===== src/rtl/scan_judge_if.sv =====
// Bundle between the bin-search controller and the scan judge.
// The master drives the bin, enables and golden signature; the slave returns scan status and verdict.
interface scan_judge_if #(
  parameter int unsigned sigLength = 13
);
  logic                 en;
  logic [9:0]           speed;
  logic                 over;
  logic                 scan_out;
  logic [sigLength-1:0] golden;
  logic                 scan_en;
  logic [9:0]           bin_applied;
  logic [sigLength-1:0] sig;
  logic                 pass;
  logic                 scan_done;
  logic                 busy;
  logic [8:0]           scan_cnt;

  modport master (
    output en, speed, over, scan_out, golden,
    input  scan_en, bin_applied, sig, pass, scan_done, busy, scan_cnt
  );

  modport slave (
    input  en, speed, over, scan_out, golden,
    output scan_en, bin_applied, sig, pass, scan_done, busy, scan_cnt
  );
endinterface


===== src/rtl/scan_judge.sv =====
// Runs one settle + scan-shift capture per bin, compacts scan_out into a MISR
// and reports a held pass verdict against the golden signature.
module scan_judge #(
  parameter int unsigned          sigLength  = 13,
  parameter logic [sigLength-1:0] POLY       = 13'h001B,
  parameter int unsigned          SCAN_LEN   = 64,
  parameter int unsigned          SETTLE_CYC = 16
) (
  input  logic            clk,
  input  logic            rst_n,
  scan_judge_if.slave     bus
);

  typedef enum logic [2:0] {StIdle, StSettle, StShift, StCompare, StDone} state_e;

  localparam logic [7:0]  SettleLast = 8'(SETTLE_CYC - 1);
  localparam logic [15:0] ShiftLast  = 16'(SCAN_LEN - 1);

  state_e               state_q, state_d;
  logic [9:0]           bin_q, bin_d;
  logic [7:0]           settle_q, settle_d;
  logic [15:0]          shift_q, shift_d;
  logic [sigLength-1:0] sig_q, sig_d;
  logic                 pass_q, pass_d;
  logic [8:0]           cnt_q, cnt_d;
  logic [sigLength-1:0] misr_next;

  assign misr_next = {sig_q[sigLength-2:0], 1'b0}
                   ^ (sig_q[sigLength-1] ? POLY : '0)
                   ^ {{(sigLength-1){1'b0}}, bus.scan_out};

  always_comb begin
    state_d  = state_q;
    bin_d    = bin_q;
    settle_d = settle_q;
    shift_d  = shift_q;
    sig_d    = sig_q;
    pass_d   = pass_q;
    cnt_d    = cnt_q;
    unique case (state_q)
      StIdle: begin
        if (bus.en && !bus.over) begin
          state_d  = StSettle;
          bin_d    = bus.speed;
          settle_d = '0;
        end
      end
      StSettle: begin
        if (!bus.en) begin
          state_d = StIdle;
        end else if (bus.speed != bin_q) begin
          bin_d    = bus.speed;
          settle_d = '0;
        end else if (settle_q == SettleLast) begin
          state_d = StShift;
          sig_d   = '0;
          shift_d = '0;
        end else begin
          settle_d = settle_q + 8'd1;
        end
      end
      StShift: begin
        // A bin change invalidates the capture; en=0 alone lets it finish.
        if (bus.speed != bin_q) begin
          state_d  = StSettle;
          bin_d    = bus.speed;
          settle_d = '0;
        end else begin
          sig_d = misr_next;
          if (shift_q == ShiftLast) begin
            state_d = StCompare;
          end else begin
            shift_d = shift_q + 16'd1;
          end
        end
      end
      StCompare: begin
        pass_d  = (sig_q == bus.golden);
        cnt_d   = cnt_q + 9'd1;
        state_d = StDone;
      end
      StDone: begin
        if (bus.en && !bus.over) begin
          state_d  = StSettle;
          bin_d    = bus.speed;
          settle_d = '0;
        end else begin
          state_d = StIdle;
        end
      end
      default: state_d = StIdle;
    endcase
  end

  always_ff @(posedge clk or negedge rst_n) begin
    if (!rst_n) begin
      state_q  <= StIdle;
      bin_q    <= '0;
      settle_q <= '0;
      shift_q  <= '0;
      sig_q    <= '0;
      pass_q   <= 1'b0;
      cnt_q    <= '0;
    end else begin
      state_q  <= state_d;
      bin_q    <= bin_d;
      settle_q <= settle_d;
      shift_q  <= shift_d;
      sig_q    <= sig_d;
      pass_q   <= pass_d;
      cnt_q    <= cnt_d;
    end
  end

  assign bus.scan_en     = (state_q == StShift);
  assign bus.scan_done   = (state_q == StDone);
  assign bus.busy        = (state_q != StIdle);
  assign bus.bin_applied = bin_q;
  assign bus.sig         = sig_q;
  assign bus.pass        = pass_q;
  assign bus.scan_cnt    = cnt_q;

endmodule


===== src/flat_wrapper.sv =====
// flat-port wrapper written by rule: the top's interface ports become plain ports
module scan_judge_flat 
#(
  parameter int unsigned          sigLength  = 13,
  parameter logic [sigLength-1:0] POLY       = 13'h001B,
  parameter int unsigned          SCAN_LEN   = 64,
  parameter int unsigned          SETTLE_CYC = 16
)
  (clk, rst_n, bus_en, bus_speed, bus_over, bus_scan_out, bus_golden, bus_scan_en, bus_bin_applied, bus_sig, bus_pass, bus_scan_done, bus_busy, bus_scan_cnt);
  scan_judge_if #(.sigLength(sigLength)) bus_i ();
  input  logic clk;
  input  logic rst_n;
  input wire logic [$bits(bus_i.en)-1:0] bus_en;
  input wire logic [$bits(bus_i.speed)-1:0] bus_speed;
  input wire logic [$bits(bus_i.over)-1:0] bus_over;
  input wire logic [$bits(bus_i.scan_out)-1:0] bus_scan_out;
  input wire logic [$bits(bus_i.golden)-1:0] bus_golden;
  output wire logic [$bits(bus_i.scan_en)-1:0] bus_scan_en;
  output wire logic [$bits(bus_i.bin_applied)-1:0] bus_bin_applied;
  output wire logic [$bits(bus_i.sig)-1:0] bus_sig;
  output wire logic [$bits(bus_i.pass)-1:0] bus_pass;
  output wire logic [$bits(bus_i.scan_done)-1:0] bus_scan_done;
  output wire logic [$bits(bus_i.busy)-1:0] bus_busy;
  output wire logic [$bits(bus_i.scan_cnt)-1:0] bus_scan_cnt;
  assign bus_i.en = bus_en;
  assign bus_i.speed = bus_speed;
  assign bus_i.over = bus_over;
  assign bus_i.scan_out = bus_scan_out;
  assign bus_i.golden = bus_golden;
  assign bus_scan_en = bus_i.scan_en;
  assign bus_bin_applied = bus_i.bin_applied;
  assign bus_sig = bus_i.sig;
  assign bus_pass = bus_i.pass;
  assign bus_scan_done = bus_i.scan_done;
  assign bus_busy = bus_i.busy;
  assign bus_scan_cnt = bus_i.scan_cnt;
  scan_judge #(.sigLength(sigLength), .POLY(POLY), .SCAN_LEN(SCAN_LEN), .SETTLE_CYC(SETTLE_CYC)) u_core (.clk(clk), .rst_n(rst_n), .bus(bus_i));
endmodule

===== config.mk =====
export PLATFORM = sky130hd
export DESIGN_NAME = scan_judge_flat
export DESIGN_NICKNAME = d
export VERILOG_FILES = /design/src/rtl/scan_judge_if.sv /design/src/rtl/scan_judge.sv /design/src/flat_wrapper.sv
export SDC_FILE = /design/constraint.sdc
export NUM_CORES = 1
export LEC_CHECK = 0
export ABC_AREA = 1
export CORE_ASPECT_RATIO = 0.6
export CORE_MARGIN = 2
export CORE_UTILIZATION = 40
export CTS_CLUSTER_DIAMETER = 150
export DETAILED_ROUTE_END_ITERATION = 8
export PLACE_DENSITY_LB_ADDON = 0.25
export SETUP_SLACK_MARGIN = 0.15
export SYNTH_ARGS = -nofsm -noshare
export SYNTH_HDL_FRONTEND = slang
export SYNTH_SLANG_ARGS = --single-unit

===== constraint.sdc =====
create_clock -name clk -period 1.55 [get_ports clk]
set_clock_uncertainty 0.05 [all_clocks]
set_input_delay 0.31 -clock clk [delete_from_list [all_inputs] [get_ports clk]]
set_output_delay 0.31 -clock clk [all_outputs]
set_load 0.02 [all_outputs]

* Word level (Yosys, flattened, before mapping)
Index checks and enable logic that the tools add are counted.
** Cells by class
- Reductions and logical operators :: 12
- Bitwise operators :: 2
- Add/subtract/negate cells :: 3
- Mux-type cells :: 30
- Eq/ne operators :: 20
** Operators by type and width (number)
- $mux 16 :: 5
- $mux 13 :: 4
- $mux 8 :: 5
- $pmux 16 s2 :: 1
- $mux 10 :: 3
- $pmux 10 s3 :: 1
- $pmux 13 s2 :: 1
- $pmux 8 s3 :: 1
- $mux 3 :: 6
- $add 16x1->16 const B :: 1
- $eq 16x6->1 const B :: 1
- $pmux 3 s5 :: 1
- $eq 13x13->1 :: 1
- $xor 13x1->13 :: 1
- $xor 13x13->13 :: 1
- $ne 10x10->1 :: 1
- $reduce_and 5->1 :: 2
- $add 9x1->9 const B :: 1
- $add 8x1->8 const B :: 1
- $eq 8x4->1 const B :: 1
- $ne 2x1->1 const B :: 4
- $ne 2x2->1 const B :: 4
- $eq 3x2->1 const B :: 2
- $ne 3x2->1 const B :: 2
- 15 further kinds :: 16
** Word-level totals
- Register bits :: 60
- Output and inout port bits :: 36
- Input bits :: 28
- Word-level logic and storage cells :: 74

* Depth between registers and ports, before layout
- Depth in word-level cells :: 5
- Gate-level depth with buffers :: 12
- Gate-level depth less buffers :: 12

* Worst setup path after synthesis
No wires, ideal clock.
- Path type :: register -> register
- Start point :: register u_core.bin_q[5], in the netlist u_core.bus.bin_applied[5]
- End point :: register u_core.shift_q[8]
- Path buffers :: 1
- Setup time :: 0.123 ns
- Clock period less this slack :: 1.698 ns
- Cell stages (with the launch flop) :: 10
- Data required time :: 1.377 ns
- Setup slack :: -0.148 ns
- Arrival time :: 1.525 ns
- Path through :: dfrtp_1 -> xnor2_1 -> nand2_1 -> nor2_2 -> nand2_4 -> nand2_1 -> nand2_4 -> buf_8 -> nand2_2 -> o21ai_2
** On the way
- Longest elaborated chain between the ends :: 3
- Elaborated cells on any way between the ends :: 4
- Those cells by class :: eq/ne: 3; reduce/logical: 1
** RTL lines
- start: declaration :: line scan_judge.sv:20 : logic [9:0] bin_q, bin_d;
- start signal: assignment :: line scan_judge.sv:106 : bin_q <= bin_d;
- $ne 10x10->1 * :: line scan_judge.sv:51, scan_judge.sv:64
- $ne 2x2->1 (no source line)
- $reduce_and 6->1 (no source line) *
- end signal: assignment :: line scan_judge.sv:108 : shift_q <= shift_d;
- end: declaration :: line scan_judge.sv:22 : logic [15:0] shift_q, shift_d;
Mark *: on every way between the ends. The rest lies on a longest branch, timed or not.
A chain may end at the register's enable or synchronous reset.

* Worst setup path after layout
- Start point :: register u_core.bin_q[9], in the netlist u_core.bus.bin_applied[9]
- End point :: register u_core.shift_q[3]
Same word-level chain as after synthesis.

==> key figures <==
Run status
  • Status: finished with violations
  • Failing checks: negative setup slack

Power
  • IR drop worst, VDD: 649 uV
  • Leak pwr: between 2 and 3 nW
  • P per Cell Area: between 1000 and 1500 nW/um2

Setup path
  • CP Capture Type: flip-flop
  • CP Max Fanout: 16
  • Worst Path Class, Setup: reg -> reg
  • CP Launch Type: flip-flop
  • Worst path arrival time: between 2000 and 2500 ps
  • Worst path required time: between 1500 and 2000 ps

Final layout
  • Reg area: 1510 um2
  • Design area: approximately 6000 um2
  • ANT cells: 0
  • Layout cell share with drive strength beyond 1: 0.449
  • Number of fill cells: slightly above 600
  • Area used by multi-input combinational logic: 2170 um2
  • Final nets: 678
  • Cell Count, Final, Fillers Out: 764
  • P&R area growth vs syn: 67.4%

GRT
  • Total GRT Usage: 0.240
  • First-pass GRT wire length: 18.7 mm
  • Largest net degree at the start of global routing: 61
  • Remaining Overflow, GRT: 0
  • Initial antenna violation count: 0
  • Vias in the first global route: 3913

Yosys
  • Post-Syn Area: 3590 um2
  • Asr flop ratio synth: 1.00
  • Syn Inst Count: 464
  • Netlist cell types: 36
  • Ys flop type: dfrtp_1
  • Ys Warns: 0
  • Post-synth EDFFs: 0
  • Post-synthesis sequential area ratio: 0.418
  • Syn avg cell area: 7.73 um2
  • Net Count, Synth: 495
  • Synth Register Bits: 60

Routing
  • Via density: 5.23
  • Mean routed wirelength per cell: between 15 and 20 um
  • DRC violations left: 0
  • Drt pass-1 iters: 5
  • Final ANT Viol Nets: 0
  • Vias: 3996
  • Final wirelength: between 10 and 15 mm
  • First-iteration detailed-routing DRC count: 400

STA
  • Worst slew pin tran: roughly 340 ps
  • Max Slew Vio Count: 0
  • Final Setup Violations: 53
  • Final hold violation count: 0
  • Rel. slew slack: 0.775
  • Final period util: 1.27
  • FMAX: 509 MHz
  • Final min period: 1960 ps
  • RSZ-0062 raised after global routing: yes
  • Setup WS post-layout: -413 ps

Clock tree
  • Clock Tree Buf Depth: 2
  • Worst-path clk slew: 60 ps
  • CTS root buf: clkbuf_16
  • Cts bufs inserted: 9
  • Clock Latency Late Sink: around 340 ps
  • CTS H-Tree Depth: 3
  • CTS tree: yes
  • Sink Count: 60

Placed design
  • Post-place instance area: 5090 um2
  • I/O Buffers: 63
  • GPL Wtd Cong: slightly below 1
  • Placed Instances: 715
  • HPWL Detailed: approximately 7.3 mm

Floorplanning
  • Die area: between 9000 and 10000 um2
  • Die Y: 77.4 um
  • Initial Util: 0.416
  • IO Count: 64
  • Core area: between 8000 and 9000 um2
  • # rows: 26
  • Die Width: 126 um

Min path
  • Min-delay worst type: reg -> reg

Run
  • Max-Cap Viols: 0
cell type report:
| type | count | share of cell area |
|---|---|---|
| Clock buffer | 12 | 0.0444 |
| Clock inverter | 4 | 0.00521 |
| Inverter | 58 | 0.0379 |
| Multi-Input combinational cell | 340 | 0.362 |
| Sequential cell | 60 | 0.251 |
| Tap cell | 112 | 0.0233 |
| Timing Repair Buffer | 178 | 0.276 |
flip-flops by register name, indices dropped and copies added, names as in the netlist:
signal / count
u_core.bus.bin_applied: 10
u_core.bus.pass: 1
u_core.bus.scan_cnt: 9
u_core.bus.sig: 13
u_core.settle_q: 8
u_core.shift_q: 16
u_core.state_q: 3
power breakdown:
group / total, mW / leakage [nW] / internal, mW / switching (mW)
Combinational: 3.11 / 1.97 / 1.59 / 1.52
Sequential: 1.88 / 0.764 / 1.72 / 0.151
Clock: 1.97 / 0.137 / 1.22 / 0.755
Total: 6.96 / 2.87 / 4.53 / 2.43
metrics by stage:
| step | worst slack, ps | util | hold WS (ps) | total power, mW | setup TNS (ps) |
|---|---|---|---|---|---|
| 2_1_floorplan | -108 | - | -35.6 | 2.86 | -1970 |
| 3_3_place_gp | -538 | 0.590 | 293 | 3.79 | -24100 |
| 3_5_place_dp | -586 | 0.590 | 297 | 3.83 | -26020 |
| 4_1_cts | -170 | 0.676 | 411 | 6.32 | -6310 |
| 5_1_grt | -463 | 0.697 | 447 | 7.27 | -19620 |
| 6_report | -413 | 0.697 | 432 | 6.96 | -16840 |
layout by cell type (no fill, tap or decap), types with 12 or more instances in the layout:
cell type,count
nand2_4,14
clkdlybuf4s50_1,18
buf_6,32
nor2_1,25
o21ai_1,12
buf_4,82
nand2_1,96
inv_1,51
nand2_2,26
dfrtp_1,54
o21ai_2,30
nand3_1,32
clkbuf_2,12
nand4_1,16
xnor2_1,12
logic make-up after synthesis:
group	count (synthesis)	share of synthesized area
simple gates	255	0.335
buf+inv	66	0.0788
flops	60	0.418
compound gates	56	0.0983
xor+xnor	24	0.0586
fa+ha+maj	3	0.0105
timing repair:
item,in CTS,in global routing
endpoints found under the hold margin,60,0
setup endpoints to repair,89,86
buffers inserted,20,8
gates cloned,3,1
pin swaps,34,7
hold buffers,1,0
resized for setup,189,65
worst max-delay path: stages (launching register included):
cell and delay [ps]:
dfrtp_2 440, nand2_1 100, nand2_1 80, nor2_1 190, nand2_1 160, nor2_4 170
nand2_4 140, nand2_2 100, nand2_4 100, buf_12 180, nand2_2 70, o21ai_2 50
synth_stat cells (2+ instances only):
| library cell | count | share of area |
|---|---|---|
| buf_8 | 2 | 0.0084 |
| clkbuf_1 | 2 | 0.0021 |
| dfrtp_1 | 60 | 0.42 |
| ha_1 | 3 | 0.010 |
| inv_1 | 54 | 0.056 |
| inv_2 | 3 | 0.0031 |
| nand2_1 | 117 | 0.12 |
| nand2_2 | 19 | 0.033 |
| nand2_4 | 2 | 0.0063 |
| nand3_1 | 43 | 0.060 |
| nand3b_1 | 2 | 0.0042 |
| nand4_1 | 16 | 0.028 |
| nor2_1 | 32 | 0.033 |
| nor2_2 | 3 | 0.0052 |
| nor2_4 | 6 | 0.019 |
| nor3_1 | 6 | 0.0084 |
| o21ai_0 | 19 | 0.026 |
| o21ai_1 | 14 | 0.020 |
| o21ai_2 | 15 | 0.037 |
| o22ai_1 | 3 | 0.0052 |
| or2_2 | 6 | 0.010 |
| xnor2_1 | 13 | 0.032 |
| xor2_1 | 11 | 0.027 |
routing by layer:
metal  vias to the layer above  routed length (um)  track usage
li1                       1868                   -            -
met1                      1945                5450        0.331
met2                       156                5740        0.378
met3                        27                 792       0.0683
met4                         0                 253       0.0549
met5                         -                   0            0
worst paths after layout:
path                                                  end  depth (start not counted)                      start  slack, ps
min in group asynchronous               u_core.bus.sig[8]                          3                      rst_n        450
worst max register to register          u_core.shift_q[3]                         11  u_core.bus.bin_applied[9]       -410
worst min register to register     u_core.bus.scan_cnt[8]                          1     u_core.bus.scan_cnt[8]        430
worst min-delay path               u_core.bus.scan_cnt[8]                          1     u_core.bus.scan_cnt[8]        430
max in group asynchronous       u_core.bus.bin_applied[6]                          3                      rst_n        690
worst max-delay path                    u_core.shift_q[3]                         11  u_core.bus.bin_applied[9]       -410
Note: power is estimated with default switching activity, not from simulation.
